[src/rtl/maxpool_seq_ctrl.sv]
`default_nettype none
// ============================================================================
// Module   : maxpool_seq_ctrl
// Brief    : Sequencer for the max-pooling register stage. Splits a stream
//            of signed activations into windows, steers the external max
//            register so it tracks each window maximum, and presents every
//            pooled result on a valid/ready output.
// Revision : 1.0 - initial release
// ============================================================================
module maxpool_seq_ctrl #(
    parameter int DATA_W = 32,
    parameter int CNT_W  = 8,
    parameter int WIN_W  = 16
) (
    input  logic              clk,
    input  logic              master_rst_n,
    input  logic              start,
    input  logic              abort,
    input  logic [CNT_W-1:0]  cfg_win_len,
    input  logic [WIN_W-1:0]  cfg_num_win,
    input  logic              in_valid,
    input  logic [DATA_W-1:0] in_data,
    output logic              in_ready,
    output logic              mreg_rst,
    output logic [DATA_W-1:0] mreg_din,
    input  logic [DATA_W-1:0] mreg_q,
    output logic              out_valid,
    output logic [DATA_W-1:0] out_data,
    input  logic              out_ready,
    output logic              busy,
    output logic              done,
    output logic              err_cfg
);

    localparam logic [CNT_W-1:0] CNT_ONE = CNT_W'(1);
    localparam logic [WIN_W-1:0] WIN_ONE = WIN_W'(1);

    typedef enum logic [1:0] {
        S_IDLE  = 2'd0,
        S_ACCUM = 2'd1,
        S_EMIT  = 2'd2
    } state_t;

    state_t              state;
    state_t              state_nxt;
    logic [CNT_W-1:0]    elem_cnt;
    logic [CNT_W-1:0]    elem_cnt_nxt;
    logic [WIN_W-1:0]    win_cnt;
    logic [WIN_W-1:0]    win_cnt_nxt;
    logic [CNT_W-1:0]    win_len;
    logic [WIN_W-1:0]    num_win;
    logic [DATA_W-1:0]   out_hold;
    logic [DATA_W-1:0]   out_hold_nxt;
    logic [DATA_W-1:0]   max_val;
    logic                latch_cfg;
    logic                done_nxt;
    logic                err_nxt;

    // Running maximum candidate; the first element of a window loads directly
    // so the register's clear value never beats negative data. Ties keep mreg_q.
    always_comb begin
        max_val = mreg_q;
        if (elem_cnt == '0) begin
            max_val = in_data;
        end else if ($signed(in_data) > $signed(mreg_q)) begin
            max_val = in_data;
        end
    end

    // Next-state and output decode
    always_comb begin
        state_nxt    = state;
        elem_cnt_nxt = elem_cnt;
        win_cnt_nxt  = win_cnt;
        out_hold_nxt = out_hold;
        latch_cfg    = 1'b0;
        done_nxt     = 1'b0;
        err_nxt      = 1'b0;
        in_ready     = 1'b0;
        out_valid    = 1'b0;
        busy         = 1'b0;
        mreg_rst     = 1'b0;
        mreg_din     = mreg_q;

        case (state)
            S_IDLE: begin
                mreg_rst = 1'b1;
                mreg_din = '0;
                if (start) begin
                    if ((cfg_win_len != '0) && (cfg_num_win != '0)) begin
                        latch_cfg    = 1'b1;
                        elem_cnt_nxt = '0;
                        win_cnt_nxt  = '0;
                        state_nxt    = S_ACCUM;
                    end else begin
                        err_nxt = 1'b1;
                    end
                end
            end

            S_ACCUM: begin
                in_ready = 1'b1;
                busy     = 1'b1;
                if (abort) begin
                    elem_cnt_nxt = '0;
                    win_cnt_nxt  = '0;
                    state_nxt    = S_IDLE;
                end else if (in_valid) begin
                    mreg_din = max_val;
                    if (elem_cnt == (win_len - CNT_ONE)) begin
                        elem_cnt_nxt = '0;
                        out_hold_nxt = max_val;
                        state_nxt    = S_EMIT;
                    end else begin
                        elem_cnt_nxt = elem_cnt + CNT_ONE;
                    end
                end
            end

            S_EMIT: begin
                out_valid = 1'b1;
                busy      = 1'b1;
                if (abort) begin
                    out_hold_nxt = '0;
                    elem_cnt_nxt = '0;
                    win_cnt_nxt  = '0;
                    state_nxt    = S_IDLE;
                end else if (out_ready) begin
                    out_hold_nxt = '0;
                    if (win_cnt == (num_win - WIN_ONE)) begin
                        win_cnt_nxt = '0;
                        done_nxt    = 1'b1;
                        state_nxt   = S_IDLE;
                    end else begin
                        win_cnt_nxt = win_cnt + WIN_ONE;
                        state_nxt   = S_ACCUM;
                    end
                end
            end

            default: begin
                state_nxt    = S_IDLE;
                elem_cnt_nxt = '0;
                win_cnt_nxt  = '0;
                out_hold_nxt = '0;
            end
        endcase
    end

    // The pooled result is held in its own register so out_data has no
    // combinational path from mreg_q and reads 0 outside EMIT.
    assign out_data = out_hold;

    // State, counters, latched config and registered pulses
    always_ff @(posedge clk or negedge master_rst_n) begin
        if (!master_rst_n) begin
            state    <= S_IDLE;
            elem_cnt <= '0;
            win_cnt  <= '0;
            win_len  <= '0;
            num_win  <= '0;
            out_hold <= '0;
            done     <= 1'b0;
            err_cfg  <= 1'b0;
        end else begin
            state    <= state_nxt;
            elem_cnt <= elem_cnt_nxt;
            win_cnt  <= win_cnt_nxt;
            out_hold <= out_hold_nxt;
            done     <= done_nxt;
            err_cfg  <= err_nxt;
            if (latch_cfg) begin
                win_len <= cfg_win_len;
                num_win <= cfg_num_win;
            end
        end
    end

endmodule
`default_nettype wire

[config.mk]
export PLATFORM = sky130hd
export DESIGN_NAME = maxpool_seq_ctrl
export DESIGN_NICKNAME = d
export VERILOG_FILES = /design/src/rtl/maxpool_seq_ctrl.sv
export SDC_FILE = /design/constraint.sdc
export NUM_CORES = 1
export LEC_CHECK = 0
export CAP_MARGIN = 20
export CORE_MARGIN = 10
export CORE_UTILIZATION = 54
export CTS_CLUSTER_DIAMETER = 30
export CTS_CLUSTER_SIZE = 28
export DETAILED_ROUTE_END_ITERATION = 10
export HOLD_SLACK_MARGIN = 0.05
export PLACE_DENSITY_LB_ADDON = 0.08
export SLEW_MARGIN = 10
export SYNTH_ARGS = -nofsm -noshare
export SYNTH_HDL_FRONTEND = slang
export SYNTH_SLANG_ARGS = --single-unit
[constraint.sdc]
create_clock -name clk -period 10.6 [get_ports clk]
set_clock_uncertainty 0.2 [all_clocks]
set_input_delay 2.65 -clock clk [delete_from_list [all_inputs] [get_ports clk]]
set_output_delay 2.65 -clock clk [all_outputs]
set_load 0.005 [all_outputs]
After elaboration in Yosys (flattened, before gate mapping):

Index checks and enable logic that the tools add are counted.

* output and inout bits: 70
* bits of input ports: 94
* flip-flop bits (word level): 84
* word-level logic and storage cells: 86

* bitwise gates (word level): 1
* eq/ne operators: 14
* add/subtract/negate cells: 4
* muxes and demuxes: 48
* reductions and logical operators: 10
* order comparisons: 1

Operators with widths (count)
* 2-to-1 mux 32 bit: 9
* 2-to-1 mux 16 bit: 6
* case mux 32 bit (3 select lines): 1
* case mux 32 bit (2 select lines): 1
* 2-to-1 mux 8 bit: 6
* case mux 16 bit (3 select lines): 1
* greater-than comparator 32 bit: 1
* case mux 8 bit (3 select lines): 1
* adder 16 x 1 -> 16 bit (second input constant): 1
* equality test 16 bit: 1
* nonzero test 16 bit: 1
* subtractor 16 x 1 -> 16 bit (second input constant): 1
* 2-to-1 mux 1 bit: 15
* 2-to-1 mux 2 bit: 7
* inequality test 2 bit (second input constant): 7
* AND reduction 5 bit: 2
* inequality test 3 bit (second input constant): 3
* adder 8 x 1 -> 8 bit (second input constant): 1
* equality test 8 bit: 1
* zero test 8 bit: 1
* AND reduction 4 bit: 2
* nonzero test 8 bit: 1
* subtractor 8 x 1 -> 8 bit (second input constant): 1
* case mux 2 bit (3 select lines): 1
* other kinds (6): 6

Depth between registers and ports, before layout:

Gate-level depths: netlist of run 1.

* depth after elaboration: 7
* gate-level depth with buffers: 11
* depth with buffers taken out: 9

Worst setup path before layout of run 1:

OpenSTA, ideal clock, no wires.

* path kind: input to output
* from: input mreg_q[31]
* to: output mreg_din[10]
* buffers on the path: 2
* slack: 2.938 ns
* stages: 10
* data arrival time: 4.812 ns
* data required time: 7.750 ns
* cell sequence: inv_1 -> ha_1 -> nand4_1 -> nor4_1 -> nand2_1 -> o32a_1 -> buf_4 -> a21oi_4 -> buf_4 -> mux2i_1

* longest elaborated chain between the ends: 6

RTL lines
* start: declaration: RTL line 26 `input logic [DATA_W-1:0] mreg_q,`
* greater-than comparator 32 bit: RTL line 65 `end else if ($signed(in_data) > $signed(mreg_q)) begin`
* 2-to-1 mux 32 bit: RTL line 65
* 2-to-1 mux 32 bit: RTL line 63 `if (elem_cnt == '0) begin`
* 2-to-1 mux 32 bit: RTL line 108 `end else if (in_valid) begin`
* 2-to-1 mux 32 bit: RTL line 104 `if (abort) begin`
* case mux 32 bit (2 select lines): RTL line 85 `case (state)`
* end: declaration: RTL line 25 `output logic [DATA_W-1:0] mreg_din,`

Every way passes these cells.

Final worst setup path of run 1:

* from: input mreg_q[13]
* to: output mreg_din[2]

Same word-level chain as after synthesis.

==> reports/metrics.yaml, run 1 <==
outcome: "completed"
synth_nets: 900
synth_area_per_cell_um2: 8.444
startpoint_type: "input port"
powerDensity_nw_per_um2: 189.7
worst_pin_slew_ns: 1.087
drive_gt1_frac: 0.07221
detail_route.wl_per_cell_um: 20.00
fin_tns_setup_ns: 0
path_buf_inv: 3
port_buffers: 163
synthDominantCellAreaShare: 0.3254
synth_ff_type: "dfrtp_1"
path_max_fanout: 18
cts.path.max_buffers: 2
slew_violations: 0
cts_tree: "yes"
required_ns: 7.75
routabilityCongestion: 0.9360
grt_util_all_layers: 0.2500
synth_edf_count: 0
rrSetupSlack_ns: 6.89
finalCriticalPeriod_ns: 9.713
rows: 39
antenna_cells: 0
ir_drop_mv: 0.1495
hold_buffers: 0
clockRootBuffer: "clkbuf_16"
syn_inst: 765
grt_max_degree: 85
critPathTopFamily: "compound AO/OA/AOI/OAI gates"
yosysTopAreaCell: "dfrtp_1"
dp_hpwl_mm: 15.98
synth.distinct_cells: 60
numCtsBuffers: 9
drt_first_pass_iters: 5
p_leak_nw: 3.542
period_share: 0.9164
pin_count: 164
drt_iter0_drc: 530
slew_headroom: 0.2754
netlist_area_um2: 6460
clk_pin_slew_ns: 0.07
synth_seq_cells: 84
endpoint_kind: "output port"
yosysWarnings: 0
syn_to_final_growth_pct: 31.45
cts_sinks: 84
slowest_delay_ns: 0.86
async_flop_share: 1.000
fmax_mhz: 103.0
setup_viol: 0
slowest_stage: "o32a_1"
drt-total-wl_mm: 21.14
die-width_um: 129.4
overflow: 0
ant_nets: 0
grt_pass1_vias: 6535
hp-class: "flip-flop to flip-flop"
grt_first_pass_wirelength_mm: 33.88
start_util: 0.5586
fin_nets: 1044
post-route-drc-count: 0
core_region_area_um2: 11560
die_h_um: 129.4
die-area_um2: 16740
antenna_found_initial: 0
vias: 6483
cts_setup_buffers: 0
synthTopCellsByArea: "dfrtp_1 (33%), ha_1 (7.9%), nand2_1 (5.7%), nand4_1 (5.0%), mux2_2 (4.4%)"
rsz0062_at_grt: "no"
yosysSeqAreaShare: 0.3254
crit_arrival_ns: 6.86
cts.htree.levels: 3
post_cts_resized: 0
worstSetupPathType: "input port to output port"
final_hold_viol_count: 0
hold-worst-slack_ns: 0.3303
vias_per_cell: 6.133
path_cells: "clkdlybuf4s50_1 -> inv_1 -> ha_1 -> nand4_1 -> or3_1 -> a21oi_1 -> nor4b_1 -> o32a_1 -> a21oi_2 -> o311ai_0 -> clkdlybuf4s50_1"
clock_latency_ns: 0.36
drv_cap: 0
cpMostUsedCell: "clkdlybuf4s50_1"
[path summary, 6_finish.rpt]
path                            depth (start not counted)          from            to
worst max-delay path                                   11    mreg_q[13]   mreg_din[2]
worst min-delay path                                    2  out_data[24]  out_data[24]
worst max register to register                          8      state[1]  out_data[13]
worst min register to register                          2  out_data[24]  out_data[24]
max in group asynchronous                               2  master_rst_n  out_data[27]
min in group asynchronous                               1  master_rst_n    num_win[0]
[worst min-delay path: cells and delay by family (launching register included)]
kind	cells	cell delay [ns]
flip-flops	1	0.34
AO/OA/AOI/OAI	2	0.16
[layer usage]
metal / wire (µm) / vias to the layer above / track usage
met1: 8696 / 3151 / 0.3089
li1: - / 3049 / -
met4: 383 / 0 / 0.08361
met3: 1665 / 33 / 0.06811
met2: 10390 / 250 / 0.4139
met5: 0 / - / 0
[power by group]
group / internal (mW) / switching (mW)
combinational: 0.379 / 0.455
sequential: 0.376 / 0.0832
clock: 0.165 / 0.153
total: 0.920 / 0.691
[kinds of logic (layout without fill, tap and decap cells)]
logic type / Yosys count / in the layout / share of synthesized area
simple gates: 275 / 275 / 0.2175
mux: 51 / 51 / 0.08387
compound gates: 164 / 164 / 0.1703
xor+xnor: 40 / 40 / 0.05423
buf+inv: 109 / 258 / 0.06779
flops: 84 / 84 / 0.3254
fa+ha+maj: 42 / 42 / 0.08096
[synth_stat cells, types with 17 or more instances]
library cell	instances
xnor2_1	25
clkbuf_1	25
nand3_1	17
o21ai_0	54
a21oi_1	22
mux2i_1	26
inv_1	71
nand2_1	98
nand4_1	52
o211ai_1	35
ha_1	41
dfrtp_1	84
nor2_1	42
mux2_2	25
[metrics by stage]
stage / total power [mW] / std cells / worst slack, ns / util / instance area, µm²
floorplan: 0.9453 / 765 / 2.938 / - / 6460
global placement: 1.250 / 1039 / 1.198 / 0.7051 / 8154
finish: 1.611 / 1057 / 0.8866 / 0.7343 / 8492
CTS: 1.607 / 1056 / 0.9358 / 0.7319 / 8464
detailed placement: 1.287 / 1040 / 0.9480 / 0.7064 / 8169
global route: 1.706 / 1057 / 0.6071 / 0.7343 / 8492
[registers in the layout, indices dropped and copies added (netlist names)]
signal    count
out_data     32
num_win      16
win_cnt      16
elem_cnt      8
win_len       8
state         2
done          1
err_cfg       1
[layout by cell type, fill, tap and decap left out, types with 9 or more instances in the layout]
cell type and instances:
nor2_1 41, a21oi_1 22, clkbuf_16 9, nand2_1 98
nor2b_1 12, nand3_1 17, ha_1 41, clkdlybuf4s50_1 162
nand4_1 52, mux2_2 25, mux2i_1 26, xor2_1 15
xnor2_1 25, dfrtp_1 84, inv_1 71, nor4_1 10
and3_1 12, o21ai_0 54, o211ai_1 35
[cell type report]
type                            instances  area [µm²]
Multi-Input combinational cell        572        3933
Fill cell                             925        3073
Tap cell                              143       178.9
Clock buffer                            9       225.2
Timing Repair Buffer                  171        1717
Sequential cell                        84        2102
Clock inverter                          7       70.07
Inverter                               71       266.5
(Power assumes the default switching activity.)
==> inputs of run 2 (changes only) <==
--- a/config.mk
+++ b/config.mk
@@ -5,9 +5,10 @@
 export SDC_FILE = /design/constraint.sdc
 export NUM_CORES = 1
 export LEC_CHECK = 0
+export ABC_AREA = 1
 export CAP_MARGIN = 20
 export CORE_MARGIN = 10
-export CORE_UTILIZATION = 54
+export CORE_UTILIZATION = 55
 export CTS_CLUSTER_DIAMETER = 30
 export CTS_CLUSTER_SIZE = 28
 export DETAILED_ROUTE_END_ITERATION = 10
==> reports/metrics.yaml, run 2 <==
layout_commonest_cell: "nand2_1"  # was clkdlybuf4s50_1
drive_gt1_frac: 0.04581  # was 0.07221
syn_to_final_growth_pct: 30.70  # was 31.45%
synth_area_per_cell_um2: 6.595  # was 8.444 µm²
dp_hpwl_mm: 14.88  # was 15.98 mm
cts_tree: "yes"  # unchanged
startpoint_type: "input port"  # unchanged
required_ns: 7.75  # about the same
drv_cap: 0  # unchanged
synth_seq_cells: 84  # unchanged
antenna_found_initial: 0  # unchanged
outcome: "completed"  # unchanged
path_max_fanout: 18  # unchanged
post_cts_resized: 0  # unchanged
detail_route.wl_per_cell_um: 15.23  # was 20.00 µm
ant_nets: 0  # unchanged
yosysSeqAreaShare: 0.3172  # was 0.3254
drt_first_pass_iters: 7  # was 5
cts_setup_buffers: 0  # unchanged
combPwrFrac: 0.569  # was 0.518
pwr-share-clk: 0.173  # was 0.198
routabilityCongestion: 0.9068  # was 0.9360
powerDensity_nw_per_um2: 230.2  # was 189.7 nW/µm²
port_buffers: 163  # unchanged
synth_compound_area_frac: 0.07193  # was 0.1702
worst_pin_slew_ns: 1.037  # was 1.087 ns
largest_reg_flops: 32  # unchanged
synth.most_common_cell: "nand2_1"  # unchanged
synth_ff_type: "dfrtp_1"  # unchanged
rows: 40  # was 39
yosysWarnings: 0  # unchanged
synthDominantCellAreaShare: 0.3172  # was 0.3254
p_leak_nw: 4.334  # was 3.542 nW
rsz0062_at_grt: "no"  # unchanged
synth_top_cells_by_count: "nand2_1 (398), inv_1 (89), dfrtp_1 (84), nand3_1 (84), nor2_1 (81)"  # was nand2_1 (98), dfrtp_1 (84), inv_1 (71)
crit_arrival_ns: 5.90  # was 6.86 ns
synth_nets: 1140  # was 900
fin_tns_setup_ns: 0  # unchanged
grt_max_degree: 61  # was 85
synthTopCellsByArea: "dfrtp_1 (32%), nand2_1 (23%), ha_1 (7.7%), nand3_1 (6.3%), inv_1 (5.0%)"  # was dfrtp_1 (33%), ha_1 (7.9%), nand2_1 (5.7%), nand4_1 (5.0%), mux2_2 (4.4%)
cts_sinks: 84  # unchanged
vias: 6906  # was 6483
cts.htree.levels: 3  # unchanged
hp-class: "flip-flop to flip-flop"  # unchanged
clk_pin_slew_ns: 0.06  # was 0.07 ns
seq_power_share: 0.258  # was 0.285
vias_per_cell: 5.296  # was 6.133
worstSetupPathType: "input port to output port"  # unchanged
grt_pass1_vias: 6803  # was 6535
syn_inst: 1005  # was 765
die-width_um: 129.8  # was 129.4 µm
setup_viol: 0  # unchanged
slew_headroom: 0.3081  # was 0.2754
synth_edf_count: 0  # unchanged
yosys.area_share.simple: 0.3846  # was 0.2175
async_flop_share: 1.000  # unchanged
grt_first_pass_wirelength_mm: 32.42  # was 33.88 mm
fmax_mhz: 114.2  # was 103.0 MHz
synth.distinct_cells: 40  # was 60
cts.path.max_buffers: 2  # unchanged
slew_violations: 0  # unchanged
synth_top_family_by_area: "simple AND/OR/NAND/NOR gates"  # unchanged
power.total_mw: 1.994  # was 1.611 mW
swShare: 0.4212  # was 0.4290
netlist_area_um2: 6628  # was 6460 µm²
numCtsBuffers: 9  # unchanged
clockRootBuffer: "clkbuf_16"  # unchanged
die_h_um: 129.8  # was 129.4 µm
final_cell_mix: "nand2_1 (398), clkdlybuf4s50_1 (162), inv_1 (89), nand3_1 (84), dfrtp_1 (84)"  # was clkdlybuf4s50_1 (162), nand2_1 (98), dfrtp_1 (84), inv_1 (71), o21ai_0 (54)
hold_buffers: 0  # unchanged
finalCriticalPeriod_ns: 8.754  # was 9.713 ns
final_hold_viol_count: 0  # unchanged
synth-adder-area-share: 0.07740  # was 0.08096
ir_drop_mv: 0.1045  # was 0.1495 mV
core_region_area_um2: 11910  # was 11560 µm²
pin_count: 164  # unchanged
grt_util_all_layers: 0.2380  # was 0.2500
overflow: 0  # unchanged
intPower_mw: 1.154  # was 0.9197 mW
start_util: 0.5564  # was 0.5586
clock_latency_ns: 0.34  # was 0.36 ns
synth-xor-area-share: 0.05286  # was 0.05423
antenna_cells: 0  # unchanged
p_switching_mw: 0.8399  # was 0.6910 mW
yosysTopAreaCell: "dfrtp_1"  # unchanged
endpoint_kind: "output port"  # unchanged
post-route-drc-count: 0  # unchanged
fin_nets: 1287  # was 1044
drt_iter0_drc: 632  # was 530
drt-total-wl_mm: 19.86  # was 21.14 mm
muxShareOfSynthArea: 0.01529  # was 0.08387
period_share: 0.8258  # was 0.9164
die-area_um2: 16840  # was 16740 µm²
-- run 2: cell count changes after synthesis, moves of 32 or more --
cell      before  now
nand4_1       52   17
nand3_1       17   84
o211ai_1      35    0
nor2_1        42   81
nand2_1       98  398
o21ai_0       54   22
-- run 2: cells by family (layout without fill, tap and decap cells) --
kind of cell             Yosys count  count (layout)
flip-flops                        84              84
AO/OA/AOI/OAI                     88              88
multiplexers                       9               9
AND/OR/NAND/NOR                  612             612
buffers and inverters            131             283
adder cells (fa/ha/maj)           41              41
XOR/XNOR                          40              40
-- run 2: layer usage --
metal | vias up | wire, µm | track usage
li1 | 3495 | - | -
met1 | 3135 | 8075 | 0.2779
met2 | 234 | 9375 | 0.3956
met3 | 42 | 1772 | 0.07546
met4 | 0 | 636 | 0.1012
met5 | - | 0 | 0
-- run 2: critical path: stages --
cell and delay [ns]:
clkdlybuf4s50_1 0.53, inv_1 0.07, ha_1 0.31, nand4_1 0.13
nor3_1 0.24, nand2_1 0.09, nand2_1 0.06, nand2_1 0.07
nand3_1 0.09, nand3_1 0.10, nand2_1 0.46, buf_8 0.25
nand2_1 0.09, nand3_1 0.07, nand2_1 0.06, nand2_1 0.10
clkdlybuf4s50_1 0.52
-- run 2: through the flow --
stage / area [µm²] / setup WS (ns) / std cells / utilization / hold slack (ns)
after detailed placement: 8328 / 1.617 / 1287 / 0.6992 / 0.2675
after global routing: 8662 / 1.659 / 1304 / 0.7272 / 0.3014
final: 8662 / 1.846 / 1304 / 0.7272 / 0.2778
after global placement: 8328 / 1.662 / 1287 / 0.6992 / 0.2628
after CTS: 8647 / 1.585 / 1303 / 0.7259 / 0.2851
after floorplan: 6628 / 3.518 / 1005 / - / 0.2724
-- run 2: power groups by stage --
stage | clock network [mW] | registers [mW] | logic (mW)
after floorplan | 0 | 0.504 | 0.662
after global placement | 0 | 0.517 | 1.12
after detailed placement | 0 | 0.518 | 1.13
after CTS | 0.346 | 0.514 | 1.14
after global routing | 0.362 | 0.529 | 1.26
final | 0.344 | 0.515 | 1.14
-- run 2: final cells by class --
cell class,count,area [µm²]
multi-input combinational,790,4000
fill,999,3249
sequential,84,2102
timing repair buffer,171,1697
inverter,96,360.3
clock buffer,12,246.5
tap,147,183.9
clock inverter,4,72.57
-- run 2: path summary, 6_finish.rpt --
path / cells past startpoint / end / slack, ns / startpoint
max in group asynchronous: 2 / out_data[5] / 7.13 / master_rst_n
min reg2reg: 2 / out_data[6] / 0.28 / out_data[6]
max reg2reg: 15 / out_data[6] / 7.64 / win_len[0]
min in group asynchronous: 1 / win_len[0] / 2.00 / master_rst_n
min: 2 / out_data[6] / 0.28 / out_data[6]
max: 17 / mreg_din[15] / 1.85 / mreg_q[11]
==> inputs of run 3 (changes only) <==
--- a/config.mk
+++ b/config.mk
@@ -8,7 +8,7 @@
 export ABC_AREA = 1
 export CAP_MARGIN = 20
 export CORE_MARGIN = 10
-export CORE_UTILIZATION = 55
+export CORE_UTILIZATION = 46
 export CTS_CLUSTER_DIAMETER = 30
 export CTS_CLUSTER_SIZE = 28
 export DETAILED_ROUTE_END_ITERATION = 10
==> constraint.sdc (replaced) <==
create_clock -name clk -period 7.79 [get_ports clk]
set_clock_uncertainty 0.2 [all_clocks]
set_input_delay 1.9475 -clock clk [delete_from_list [all_inputs] [get_ports clk]]
set_output_delay 1.9475 -clock clk [all_outputs]
set_load 0.005 [all_outputs]
==> reports/metrics.yaml, run 3 (synthesis gave the netlist of run 2 again) <==
outcome: "completed"  # unchanged
use_met1: 0.2402  # was 0.2779
clock_latency_ns: 0.35  # was 0.34 ns
drt_iter0_drc: 447  # was 632
place_inst: 1322  # was 1287
grt_util_all_layers: 0.2061  # was 0.2380
drt_first_pass_iters: 5  # was 7
worstSetupPathType: "input port to output port"  # unchanged
start_util: 0.4738  # was 0.5564
antenna_found_initial: 0  # unchanged
fmax_mhz: 139.5
worst_pin_slew_ns: 0.8053  # was 1.037 ns
swShare: 0.4354  # was 0.4212
intPower_mw: 1.498  # was 1.154 mW
path_max_fanout: 11  # was 18
final_cell_mix: "nand2_1 (398), clkdlybuf4s50_1 (162), inv_1 (89), nand3_1 (84), dfrtp_1 (84)"  # unchanged
routabilityCongestion: 0.8826  # was 0.9068
grt_pass1_vias: 6775  # was 6803
drv_cap: 0  # unchanged
hp-class: "flip-flop to flip-flop"  # unchanged
core_region_area_um2: 13990  # was 11910 µm²
seq_power_share: 0.263  # was 0.258
utilization: 0.6204  # was 0.7272
powerDensity_nw_per_um2: 305.7  # was 230.2 nW/µm²
grt_max_degree: 63  # was 61
numCtsBuffers: 9  # unchanged
die-area_um2: 19610  # was 16840 µm²
p_switching_mw: 1.155  # was 0.8399 mW
cts.htree.levels: 3  # unchanged
clockRootBuffer: "clkbuf_16"  # unchanged
pwr-share-clk: 0.151  # was 0.173
cts_setup_buffers: 0  # unchanged
fin_tns_setup_ns: 0  # unchanged
grt_first_pass_wirelength_mm: 33.41  # was 32.42 mm
crit_arrival_ns: 5.02  # was 5.90 ns
rsz0062_at_grt: "no"  # unchanged
post_cts_resized: 0  # unchanged
cts.path.max_buffers: 2  # unchanged
pin_count: 164  # unchanged
vias: 6831  # was 6906
power.total_mw: 2.653  # was 1.994 mW
rows: 43  # was 40
grtUsageMet2: 0.3422  # was 0.3956
finalCriticalPeriod_ns: 7.167
drt-total-wl_mm: 20.28  # was 19.86 mm
vias_per_cell: 5.105  # was 5.296
ir_drop_mv: 0.1331  # was 0.1045 mV
syn_to_final_growth_pct: 30.94  # was 30.70%
combPwrFrac: 0.586  # was 0.569
port_buffers: 163  # unchanged
die-width_um: 140.0  # was 129.8 µm
p_leak_nw: 4.330  # was 4.334 nW
layout_commonest_cell: "nand2_1"  # unchanged
drive_gt1_frac: 0.04836  # was 0.04581
antenna_cells: 0  # unchanged
slew_headroom: 0.4632  # was 0.3081
startpoint_type: "input port"  # unchanged
final_hold_viol_count: 0  # unchanged
cts_sinks: 84  # unchanged
fin_nets: 1289  # was 1287
largest_reg_flops: 32  # unchanged
instances_no_fill: 1338  # was 1304
period_share: 0.9201
setup_viol: 0  # unchanged
dp_hpwl_mm: 15.51  # was 14.88 mm
endpoint_kind: "output port"  # unchanged
die_h_um: 140.0  # was 129.8 µm
cts_tree: "yes"  # unchanged
hold_buffers: 0  # unchanged
slew_violations: 0  # unchanged
detail_route.wl_per_cell_um: 15.15  # was 15.23 µm
ant_nets: 0  # unchanged
overflow: 0  # unchanged
required_ns: 5.64  # was 7.75 ns
use_met3: 0.07742  # was 0.07546
post-route-drc-count: 0  # unchanged
clk_pin_slew_ns: 0.06  # about the same
busiest_layer: "met2"  # unchanged
[run 3: changes by cell type in the layout (fill, tap and decap cells not counted), sizes merged]
| cell | previous run | this run |
|---|---|---|
| clkinvlp | 1 | 0 |
| clkbuf | 12 | 9 |
| clkinv | 3 | 7 |
| bufinv | 2 | 0 |
| inv | 94 | 95 |
| buf | 9 | 11 |
[run 3: worst paths after layout]
check,start,to,slack (ns),depth (start not counted)
max,mreg_q[11],mreg_din[15],0.62,17
min,out_data[15],out_data[15],0.28,2
max reg2reg,win_len[0],out_data[1],4.81,15
min reg2reg,out_data[15],out_data[15],0.28,2
max in group asynchronous,master_rst_n,out_data[26],5.00,2
min in group asynchronous,master_rst_n,elem_cnt[0],1.28,1
[run 3: power by group through the flow]
stage | logic, mW | clock network, mW | registers (mW)
2_1_floorplan | 0.901 | 0 | 0.686
3_3_place_gp | 1.55 | 0 | 0.702
4_1_cts | 1.57 | 0.413 | 0.699
6_report | 1.55 | 0.401 | 0.698
3_5_place_dp | 1.56 | 0 | 0.702
5_1_grt | 1.74 | 0.426 | 0.719
[run 3: metal layers]
layer | up-vias | wire length, µm
li1 | 3507 | -
met1 | 3081 | 8652
met2 | 223 | 9317
met3 | 20 | 1912
met4 | 0 | 393
met5 | - | 0
[run 3: cell type report]
type,instances,area [µm²]
clock inverter,6,41.29
timing repair buffer,173,1724
tap,180,225.2
sequential,84,2102
fill,1324,5310
clock buffer,9,225.2
multi-input combinational,790,4000
inverter,96,360.3
[run 3: worst max-delay path, cell delays in order]
cell	delay, ns
clkdlybuf4s50_1	0.53
inv_1	0.08
ha_1	0.31
nand4_1	0.14
nor3_1	0.26
nand2_1	0.09
nand2_1	0.06
nand2_1	0.06
nand3_1	0.07
nand3_1	0.09
nand2_1	0.30
buf_4	0.26
nand2_1	0.09
nand3_1	0.07
nand2_1	0.05
nand2_1	0.05
clkdlybuf4s50_1	0.55
[run 3: metrics by stage]
stage	hold slack [ns]	worst slack, ns	cell area (µm²)
2_1_floorplan	0.2724	2.113	6628
3_3_place_gp	0.2617	0.6558	8384
3_5_place_dp	0.2651	0.6309	8384
4_1_cts	0.2816	0.6213	8651
5_1_grt	0.2976	0.2471	8678
6_report	0.2776	0.6226	8678
